[src/rtl/sqrt_iter_hs_if.sv]
// rtl/sqrt_iter_hs_if.sv - operand/result handshake bundle for sqrt_iter_hs
interface sqrt_iter_hs_if #(
  parameter int IN_W = 32
);
  logic              in_valid;
  logic              in_ready;
  logic [IN_W-1:0]   in_x;
  logic              out_valid;
  logic              out_ready;
  logic [IN_W/2-1:0] out_y;
  logic [IN_W/2:0]   out_rem;

  modport slave (
    input  in_valid, in_x, out_ready,
    output in_ready, out_valid, out_y, out_rem
  );

  modport master (
    output in_valid, in_x, out_ready,
    input  in_ready, out_valid, out_y, out_rem
  );
endinterface

[src/rtl/sqrt_iter_hs.sv]
// rtl/sqrt_iter_hs.sv - iterative digit-by-digit integer square root with valid/ready handshake
module sqrt_iter_hs #(
  parameter int IN_W         = 32,
  parameter int BITS_PER_CYC = 1,
  parameter int ROUND        = 0,
  parameter int ZERO_CLAMP   = 1
) (
  input  logic          clk,
  input  logic          reset,
  sqrt_iter_hs_if.slave s,
  output logic          busy
);
  localparam int H  = IN_W / 2;
  localparam int K  = H / BITS_PER_CYC;
  localparam int CW = (K > 1) ? $clog2(K) : 1;
  localparam int RW = H + 3;

  typedef enum logic [1:0] {IDLE, CALC, DONE} state_t;

  state_t          state, state_nx;
  logic [IN_W-1:0] x_q, x_n;
  logic [H-1:0]    root_q, r_n, y_c, y_q;
  logic [RW-1:0]   rem_q, m_n, trial;
  logic [H:0]      rem_out_q;
  logic [CW-1:0]   cnt_q;
  logic            accept, last;

  always_ff @(posedge clk or posedge reset) begin
    if (reset) state <= IDLE;
    else       state <= state_nx;
  end

  always_comb begin
    state_nx    = state;
    accept      = 1'b0;
    last        = 1'b0;
    busy        = 1'b0;
    s.in_ready  = 1'b0;
    s.out_valid = 1'b0;
    case (state)
      IDLE: begin
        s.in_ready = 1'b1;
        if (s.in_valid) begin
          accept   = 1'b1;
          state_nx = CALC;
        end
      end
      CALC: begin
        busy = 1'b1;
        if (cnt_q == '0) begin
          last     = 1'b1;
          state_nx = DONE;
        end
      end
      DONE: begin
        busy        = 1'b1;
        s.out_valid = 1'b1;
        if (s.out_ready) state_nx = IDLE;
      end
      default: state_nx = IDLE;
    endcase
  end

  // Restoring square root: bring down two radicand bits, try subtracting 4*root+1.
  always_comb begin
    r_n   = root_q;
    m_n   = rem_q;
    x_n   = x_q;
    trial = '0;
    for (int i = 0; i < BITS_PER_CYC; i++) begin
      m_n   = {m_n[RW-3:0], x_n[IN_W-1 -: 2]};
      x_n   = x_n << 2;
      trial = {1'b0, r_n, 2'b01};
      if (m_n >= trial) begin
        m_n = m_n - trial;
        r_n = {r_n[H-2:0], 1'b1};
      end else begin
        r_n = {r_n[H-2:0], 1'b0};
      end
    end
    // Rounding saturates at all-ones; clamp follows rounding and never touches rem.
    y_c = r_n;
    if (ROUND != 0 && m_n > {3'b000, r_n})
      y_c = (&r_n) ? r_n : r_n + H'(1);
    if (ZERO_CLAMP != 0 && y_c == '0)
      y_c = H'(1);
  end

  always_ff @(posedge clk or posedge reset) begin
    if (reset) begin
      x_q       <= '0;
      root_q    <= '0;
      rem_q     <= '0;
      cnt_q     <= '0;
      y_q       <= '0;
      rem_out_q <= '0;
    end else if (accept) begin
      x_q    <= s.in_x;
      root_q <= '0;
      rem_q  <= '0;
      cnt_q  <= CW'(K - 1);
    end else if (state == CALC) begin
      x_q    <= x_n;
      root_q <= r_n;
      rem_q  <= m_n;
      cnt_q  <= cnt_q - CW'(1);
      if (last) begin
        y_q       <= y_c;
        rem_out_q <= m_n[H:0];
      end
    end
  end

  assign s.out_y   = y_q;
  assign s.out_rem = rem_out_q;
endmodule

[src/flat_wrapper.sv]
// flat-port wrapper written by rule: the top's interface ports become plain ports
module sqrt_iter_hs_flat 
#(
  parameter int IN_W         = 32,
  parameter int BITS_PER_CYC = 1,
  parameter int ROUND        = 0,
  parameter int ZERO_CLAMP   = 1
)
  (clk, reset, busy, s_in_valid, s_in_x, s_out_ready, s_in_ready, s_out_valid, s_out_y, s_out_rem);
  sqrt_iter_hs_if #(.IN_W(IN_W)) s_i ();
  input  logic clk;
  input  logic reset;
  output logic busy;
  input wire logic [$bits(s_i.in_valid)-1:0] s_in_valid;
  input wire logic [$bits(s_i.in_x)-1:0] s_in_x;
  input wire logic [$bits(s_i.out_ready)-1:0] s_out_ready;
  output wire logic [$bits(s_i.in_ready)-1:0] s_in_ready;
  output wire logic [$bits(s_i.out_valid)-1:0] s_out_valid;
  output wire logic [$bits(s_i.out_y)-1:0] s_out_y;
  output wire logic [$bits(s_i.out_rem)-1:0] s_out_rem;
  assign s_i.in_valid = s_in_valid;
  assign s_i.in_x = s_in_x;
  assign s_i.out_ready = s_out_ready;
  assign s_in_ready = s_i.in_ready;
  assign s_out_valid = s_i.out_valid;
  assign s_out_y = s_i.out_y;
  assign s_out_rem = s_i.out_rem;
  sqrt_iter_hs #(.IN_W(IN_W), .BITS_PER_CYC(BITS_PER_CYC), .ROUND(ROUND), .ZERO_CLAMP(ZERO_CLAMP)) u_core (.clk(clk), .reset(reset), .s(s_i), .busy(busy));
endmodule
[config.mk]
export PLATFORM = sky130hd
export DESIGN_NAME = sqrt_iter_hs_flat
export DESIGN_NICKNAME = d
export VERILOG_FILES = /design/src/rtl/sqrt_iter_hs_if.sv /design/src/rtl/sqrt_iter_hs.sv /design/src/flat_wrapper.sv
export SDC_FILE = /design/constraint.sdc
export NUM_CORES = 1
export LEC_CHECK = 0
export CORE_ASPECT_RATIO = 1.1
export CORE_UTILIZATION = 28
export CTS_CLUSTER_DIAMETER = 30
export DETAILED_ROUTE_END_ITERATION = 8
export GPL_TIMING_DRIVEN = 0
export SLEW_MARGIN = 40
export SYNTH_ARGS = -nofsm -noshare
export SYNTH_HDL_FRONTEND = slang
export SYNTH_SLANG_ARGS = --single-unit
[constraint.sdc]
create_clock -name clk -period 4.19 [get_ports clk]
set_input_delay 0.419 -clock clk [delete_from_list [all_inputs] [get_ports clk]]
set_output_delay 0.419 -clock clk [all_outputs]
set_load 0.01 [all_outputs]
==> impl_metrics.csv, run 1 <==
group,metric,value,unit
outcome,status,"complete, but fails checks",
outcome,violations,"DRC",
power,swShare,0.450,
synth,async_reset_ff_frac,1.00,
power,p_seq_frac,0.275,
worst_setup_path,startpoint_type,"register",
clock_network,cts_hold_repair.buffers,0,
floorplan,die_h,152,um
routing,drtIter0Drc,316,
clock_network,clockBufferDepth,2,
floorplan,core,19900,um2
cells_and_area,insertedDiodeCount,0,
clock_network,cts_tree,"yes",
sta,hold_ws,459,ps
synth,syn_area,5740,um2
power,p_int,0.00296,W
synth,synth_edf_count,0,
sta,setup_viol,0,
power,power_leakage,2.99,nW
clock_network,cts_resized,0,
synth,synth_cell_types,59,
global_route,grt_usage,0.152,
routing,wl,15.3,mm
clock_network,cts_setup_buffers,0,
worst_setup_path,worstPathRequired,4420,ps
power,power,0.00538,W
floorplan,rows,54,
synth,synth_fp_nets,674,
synth,synth_seq_cells,104,
sta,maxSlewHeadroom,0.510,
synth,yosysWarnings,0,
synth,yosysTopAreaCell,"dfrtp_1",
synth,synth_top_area_share,0.454,
worst_setup_path,crit_type,"register to register",
worst_setup_path,worstPathArrival,3280,ps
routing,wl_per_cell,16.0,um
synth,seq_area_frac_synth,0.454,
routing,vias_per_cell,4.91,
placement,port_buffers,71,
routing,dr.pass1.iters,7,
synth,synth_common_cells,"dfrtp_1, nand2_1, o21ai_0",
clock_network,cts_root_buf,"clkbuf_16",
placement,dpl.hpwl,11.3,mm
sta,worst_pin_slew,736,ps
synth,ys.flop_type,"dfrtp_1",
cells_and_area,final_nets,757,
power,power_frac_comb,0.563,
power,p_clk_frac,0.162,
clock_network,numCtsBuffers,9,
sta,rsz0062_at_grt,"false",
worst_setup_path,endpoint_kind,"register",
clock_network,path_clk_slew,70,ps
hold_path,hold_class,"input port to asynchronous set/reset pin",
floorplan,start_util,0.288,
clock_network,htree_levels,3,
synth,ys_top_cells_by_area,"dfrtp_1, mux2i_1, o21ai_0",
synth,netlist_instances,616,
floorplan,fp.dieArea,21100,um2
routing,drc_errors,8,
power,p_switching,0.00242,W
floorplan,top_level_ports,72,
sta,maxSlewViolCount,0,
synth,avgSynthCellArea,9.31,um2
global_route,grt_pass1_wl,25.0,mm
power,peakVddDrop,0.301,mV
sta,fin_skew,14.2,ps
global_route,grt_pass1_vias,4688,
global_route,antenna_found_initial,0,
global_route,overflow,0,
global_route,grt_max_degree,54,
cells_and_area,area_delta_synth_final,23.7,%
clock_network,insertion_delay,370,ps
sta,period_minus_slack,3050,ps
flow_run,max_cap_viol_count,0,
synth,yosysMostFrequentCell,"dfrtp_1",
placement,dp_slack,1200,ps
routing,detail-route-antenna-nets,0,
cells_and_area,post_layout_nonfiller_instances,956,
placement,gp_congestion,0.882,
worst_setup_path,crit_fanout,10,
power,power_per_cell_area,758,nW/um2
sta,fmax,0.328,GHz
sta,fin_crit_sh,0.728,
clock_network,numClockSinks,104,
routing,vias,4698,
sta,hold_viol,0,
sta,fin_ws,1140,ps
cells_and_area,drive_gt1_frac,0.0597,
floorplan,dieWidth,138,um
placement,place_inst,940,
cells_and_area,fill_cells,1999,
## critical path, stage by stage (launching register included)
cell,delay (ps)
dfrtp_1,410
inv_1,150
ha_1,260
buf_2,180
a21oi_1,180
nor2_1,80
a2111oi_2,580
nand3_2,430
buf_6,280
mux2i_1,240
o21ai_0,120
## logic make-up after synthesis
| kind of cell | after synthesis | synth area share |
|---|---|---|
| AND/OR/NAND/NOR | 191 | 0.158 |
| adder cells (fa/ha/maj) | 22 | 0.0480 |
| buffers and inverters | 72 | 0.0554 |
| XOR/XNOR | 8 | 0.0122 |
| AO/OA/AOI/OAI | 162 | 0.173 |
| flip-flops | 104 | 0.454 |
| multiplexers | 57 | 0.0999 |
## routing by layer
metal  track usage  vias to the layer above  share of wire
met5             0                        -              0
li1              -                     2346              -
met3        0.0295                       25          0.042
met1         0.204                     2213           0.48
met2         0.239                      114           0.45
met4        0.0610                        0          0.027
## worst paths after layout
kind	startpoint	end	slack, ps	depth (start not counted)
worst min register to register	u_core.s.out_rem[9]	u_core.s.out_rem[9]	480	2
worst min-delay path	reset	u_core.x_q[10]	460	2
max in group asynchronous	reset	u_core.s.out_rem[9]	3140	3
worst max-delay path	u_core.root_q[12]	u_core.s.out_rem[2]	1140	10
min in group clk	u_core.s.out_rem[9]	u_core.s.out_rem[9]	480	2
worst max register to register	u_core.root_q[12]	u_core.s.out_rem[2]	1140	10
## power by group through the flow
stage / clock, W / combinational [W] / sequential [W]
2_1_floorplan: 0 / 0.00231 / 0.00143
3_3_place_gp: 0 / 0.00298 / 0.00150
3_5_place_dp: 0 / 0.00301 / 0.00150
4_1_cts: 0.000891 / 0.00303 / 0.00148
5_1_grt: 0.000925 / 0.00336 / 0.00152
6_report: 0.000871 / 0.00303 / 0.00148
## flip-flops by register name (all words and copies together) (netlist names)
name / flops
u_core.state: 2
u_core.cnt_q: 4
u_core.rem_q: 17
u_core.s.out_rem: 17
u_core.s.out_y: 16
u_core.root_q: 16
u_core.x_q: 32
## cell type report
cell class	count	area (um2)	share of cell area
plain buffers	39	194	0.0273
clock buffers	11	253	0.0356
clock inverters	5	47.5	0.00670
inverters	33	131	0.0185
multi-input cells	440	2820	0.397
flip-flops and latches	104	2600	0.367
well taps	252	315	0.0444
repair buffers	72	738	0.104
## stage by stage
step                TNS [ps]  area [um2]   util
floorplan                  0        5740      -
global placement      -66440        6760  0.339
detailed placement         0        6800  0.341
CTS                        0        7100  0.356
global route               0        7100  0.356
finish                     0        7100  0.356
## cells in the final DEF, fill, tap and decap left out, types with 5 or more instances in the layout
master and count:
nor3_1 10, nor2b_1 5, o21ai_0 84, nor2_1 39
dfrtp_1 104, o211ai_1 5, clkbuf_1 25, mux2i_1 55
nand2b_1 7, inv_1 32, nand4_1 6, ha_1 22
a211oi_1 6, buf_4 6, clkdlybuf4s50_1 71, nand2_1 88
clkbuf_16 9, xnor2_1 5, a31oi_1 9, a21oi_1 25
nand3b_1 7, nand3_1 7
No activity file was read; power rests on OpenSTA's default activity.
==> run 2, diff against run 1 <==
- clock period: 4.19 -> 2.9 ns (I/O delays scaled with it)
==> run 2 against run 1 <==
Compared with the run above: the run still ends with DRC left; first-iteration DRC count down 1.6%; final cell count rose by 0.63%; hold slack got worse by 150 ps; via count rose by 0.64%; clock-buffer cell count fell by 2; die area did not move; critical endpoint is now u_core.rem_q[14].
==> impl_metrics.csv, run 2 (synthesized netlist as in run 1, its figures left out) <==
group,metric,value,unit
worst_setup_path,cp_slowest_cell,"a2111oi_4",
sta,fmax,0.370,GHz
clock_network,numClockSinks,104,
placement,port_buffers,71,
cells_and_area,drive_gt1_frac,0.0690,
floorplan,rows,54,
placement,dpl.hpwl,11.4,mm
sta,maxSlewHeadroom,0.511,
clock_network,htree_levels,3,
floorplan,top_level_ports,72,
floorplan,core,19900,um2
power,power_per_cell_area,1100,nW/um2
sta,hold_viol,0,
floorplan,fp.dieArea,21100,um2
placement,dp_slack,-109,ps
worst_setup_path,max_stage_delay,440,ps
clock_network,numCtsBuffers,9,
flow_run,max_cap_viol_count,0,
cells_and_area,insertedDiodeCount,0,
global_route,grt_pass1_vias,4569,
cells_and_area,final_nets,763,
routing,detail-route-antenna-nets,0,
floorplan,start_util,0.288,
clock_network,insertion_delay,360,ps
sta,fin_skew,8.73,ps
worst_setup_path,cp.depth,9,
worst_setup_path,crit_top_cell,"inv_1",
sta,maxSlewViolCount,0,
clock_network,path_clk_slew,80,ps
sta,setup_viol,0,
placement,gp_congestion,0.921,
routing,wl_per_cell,16.0,um
worst_setup_path,worstPathRequired,3110,ps
cells_and_area,largest_reg_flops,32,
hold_path,hold_class,"input port to asynchronous set/reset pin",
sta,rsz0062_at_grt,"false",
worst_setup_path,path_buf_inv,3,
global_route,grt_usage,0.148,
clock_network,clockBufferDepth,2,
placement,place_inst,943,
worst_setup_path,endpoint_kind,"register",
worst_setup_path,crit_type,"register to register",
global_route,grt_pass1_wl,24.4,mm
routing,wl,15.3,mm
worst_setup_path,crit_family,"compound AO/OA/AOI/OAI gates",
worst_setup_path,startpoint_type,"register",
routing,vias,4728,
global_route,antenna_found_initial,0,
clock_network,cts_hold_repair.buffers,0,
power,peakVddDrop,0.512,mV
worst_setup_path,crit_fanout,8,
floorplan,die_h,152,um
sta,fin_ws,197,ps
worst_setup_path,worstPathArrival,2910,ps
power,power_leakage,3.05,nW
clock_network,cts_tree,"yes",
floorplan,dieWidth,138,um
routing,vias_per_cell,4.91,
cells_and_area,final_cell_mix,"dfrtp_1, nand2_1, o21ai_0, clkdlybuf4s50_1, mux2i_1",
sta,fin_crit_sh,0.932,
cells_and_area,fill_cells,1999,
cells_and_area,layout_commonest_cell,"dfrtp_1",
sta,worst_pin_slew,734,ps
worst_setup_path,r2r_cells,9,
cells_and_area,post_layout_nonfiller_instances,962,
cells_and_area,top_register,"u_core.x_q",
outcome,status,"complete, but fails checks",
outcome,violations,"DRC",
cells_and_area,area_delta_synth_final,26.0,%
worst_setup_path,cp_cell_sequence,"inv_1, ha_1, buf_6, a2111oi_4, inv_1, o21ai_1, mux2_2, o21ai_0, a31oi_1",
global_route,grt_max_degree,26,
routing,drtIter0Drc,311,
routing,drc_errors,6,
sta,period_minus_slack,2700,ps
global_route,overflow,0,
routing,dr.pass1.iters,6,
clock_network,cts_root_buf,"clkbuf_16",
run 2: changes by cell type in the layout (fill, tap and decap cells not counted), moves of 2 or more:
cell and delta:
buf_12 +3, clkbuf_8 -2, clkinv_8 +2, o21ai_1 +2, o21ai_0 -2, buf_4 +2
run 2: report_power, final:
group / internal [W] / leakage, nW / total [W] / switching [W]
logic: 0.00188 / 1.54 / 0.00453 / 0.00266
clock network: 0.000621 / 0.151 / 0.00125 / 0.000633
registers: 0.00185 / 1.36 / 0.00214 / 0.000293
total: 0.00435 / 3.05 / 0.00793 / 0.00358
run 2: per-layer routing:
metal / part of all wire / vias to the layer above / GRT usage
met3: 0.052 / 21 / 0.0314
met5: 0 / - / 0
met1: 0.47 / 2225 / 0.200
li1: - / 2351 / -
met2: 0.45 / 131 / 0.233
met4: 0.024 / 0 / 0.0540
run 2: worst reg2reg max path, delay by kind of cell (launching register included):
family,cells,cell delay [ps]
AO/OA/AOI/OAI,4,1110
flip-flops,1,420
buffers and inverters,3,380
multiplexers,1,370
adder cells (fa/ha/maj),1,270
run 2: area by class of cell:
type	count	area, um2	share of cell area
Buffer	39	194	0.0268
Clock buffer	9	225	0.0311
Clock inverter	7	83.8	0.0116
Inverter	33	128	0.0176
Multi-Input combinational cell	440	2840	0.393
Sequential cell	104	2600	0.360
Tap cell	252	315	0.0436
Timing Repair Buffer	78	841	0.116
run 2: through the flow:
step | power [W] | setup TNS (ps) | utilization | hold WS (ps) | area (um2)
3_5_place_dp | 0.00654 | -663 | 0.344 | 470 | 6860
4_1_cts | 0.00786 | 0 | 0.361 | 311 | 7190
5_1_grt | 0.00855 | 0 | 0.363 | 330 | 7230
2_1_floorplan | 0.00540 | 0 | - | 395 | 5740
3_3_place_gp | 0.00647 | -465 | 0.340 | 464 | 6770
6_report | 0.00793 | 0 | 0.363 | 307 | 7230
run 2: timing repair:
item / in CTS / in global routing
cloned: 0 / 0
buffers inserted: 0 / 3
resized for setup: 2 / 3
endpoints found under the setup margin: 10 / 7
pin swaps: 0 / 3
run 2: worst paths after layout:
check	slack, ps	endpoint	from
max	200	u_core.rem_q[14]	u_core.root_q[5]
min	310	u_core.rem_q[12]	reset
max reg2reg	200	u_core.rem_q[14]	u_core.root_q[5]
min reg2reg	480	u_core.s.out_rem[7]	u_core.s.out_rem[7]
max in group asynchronous	1930	u_core.root_q[7]	reset
min in group clk	470	u_core.x_q[11]	s_in_x[11]
==> run 3, diff against run 2 <==
- GPL_ROUTABILITY_DRIVEN: default -> 0
==> results of run 3 <==
Same layout as run 2: the final DEF is identical, and so are final timing and power.
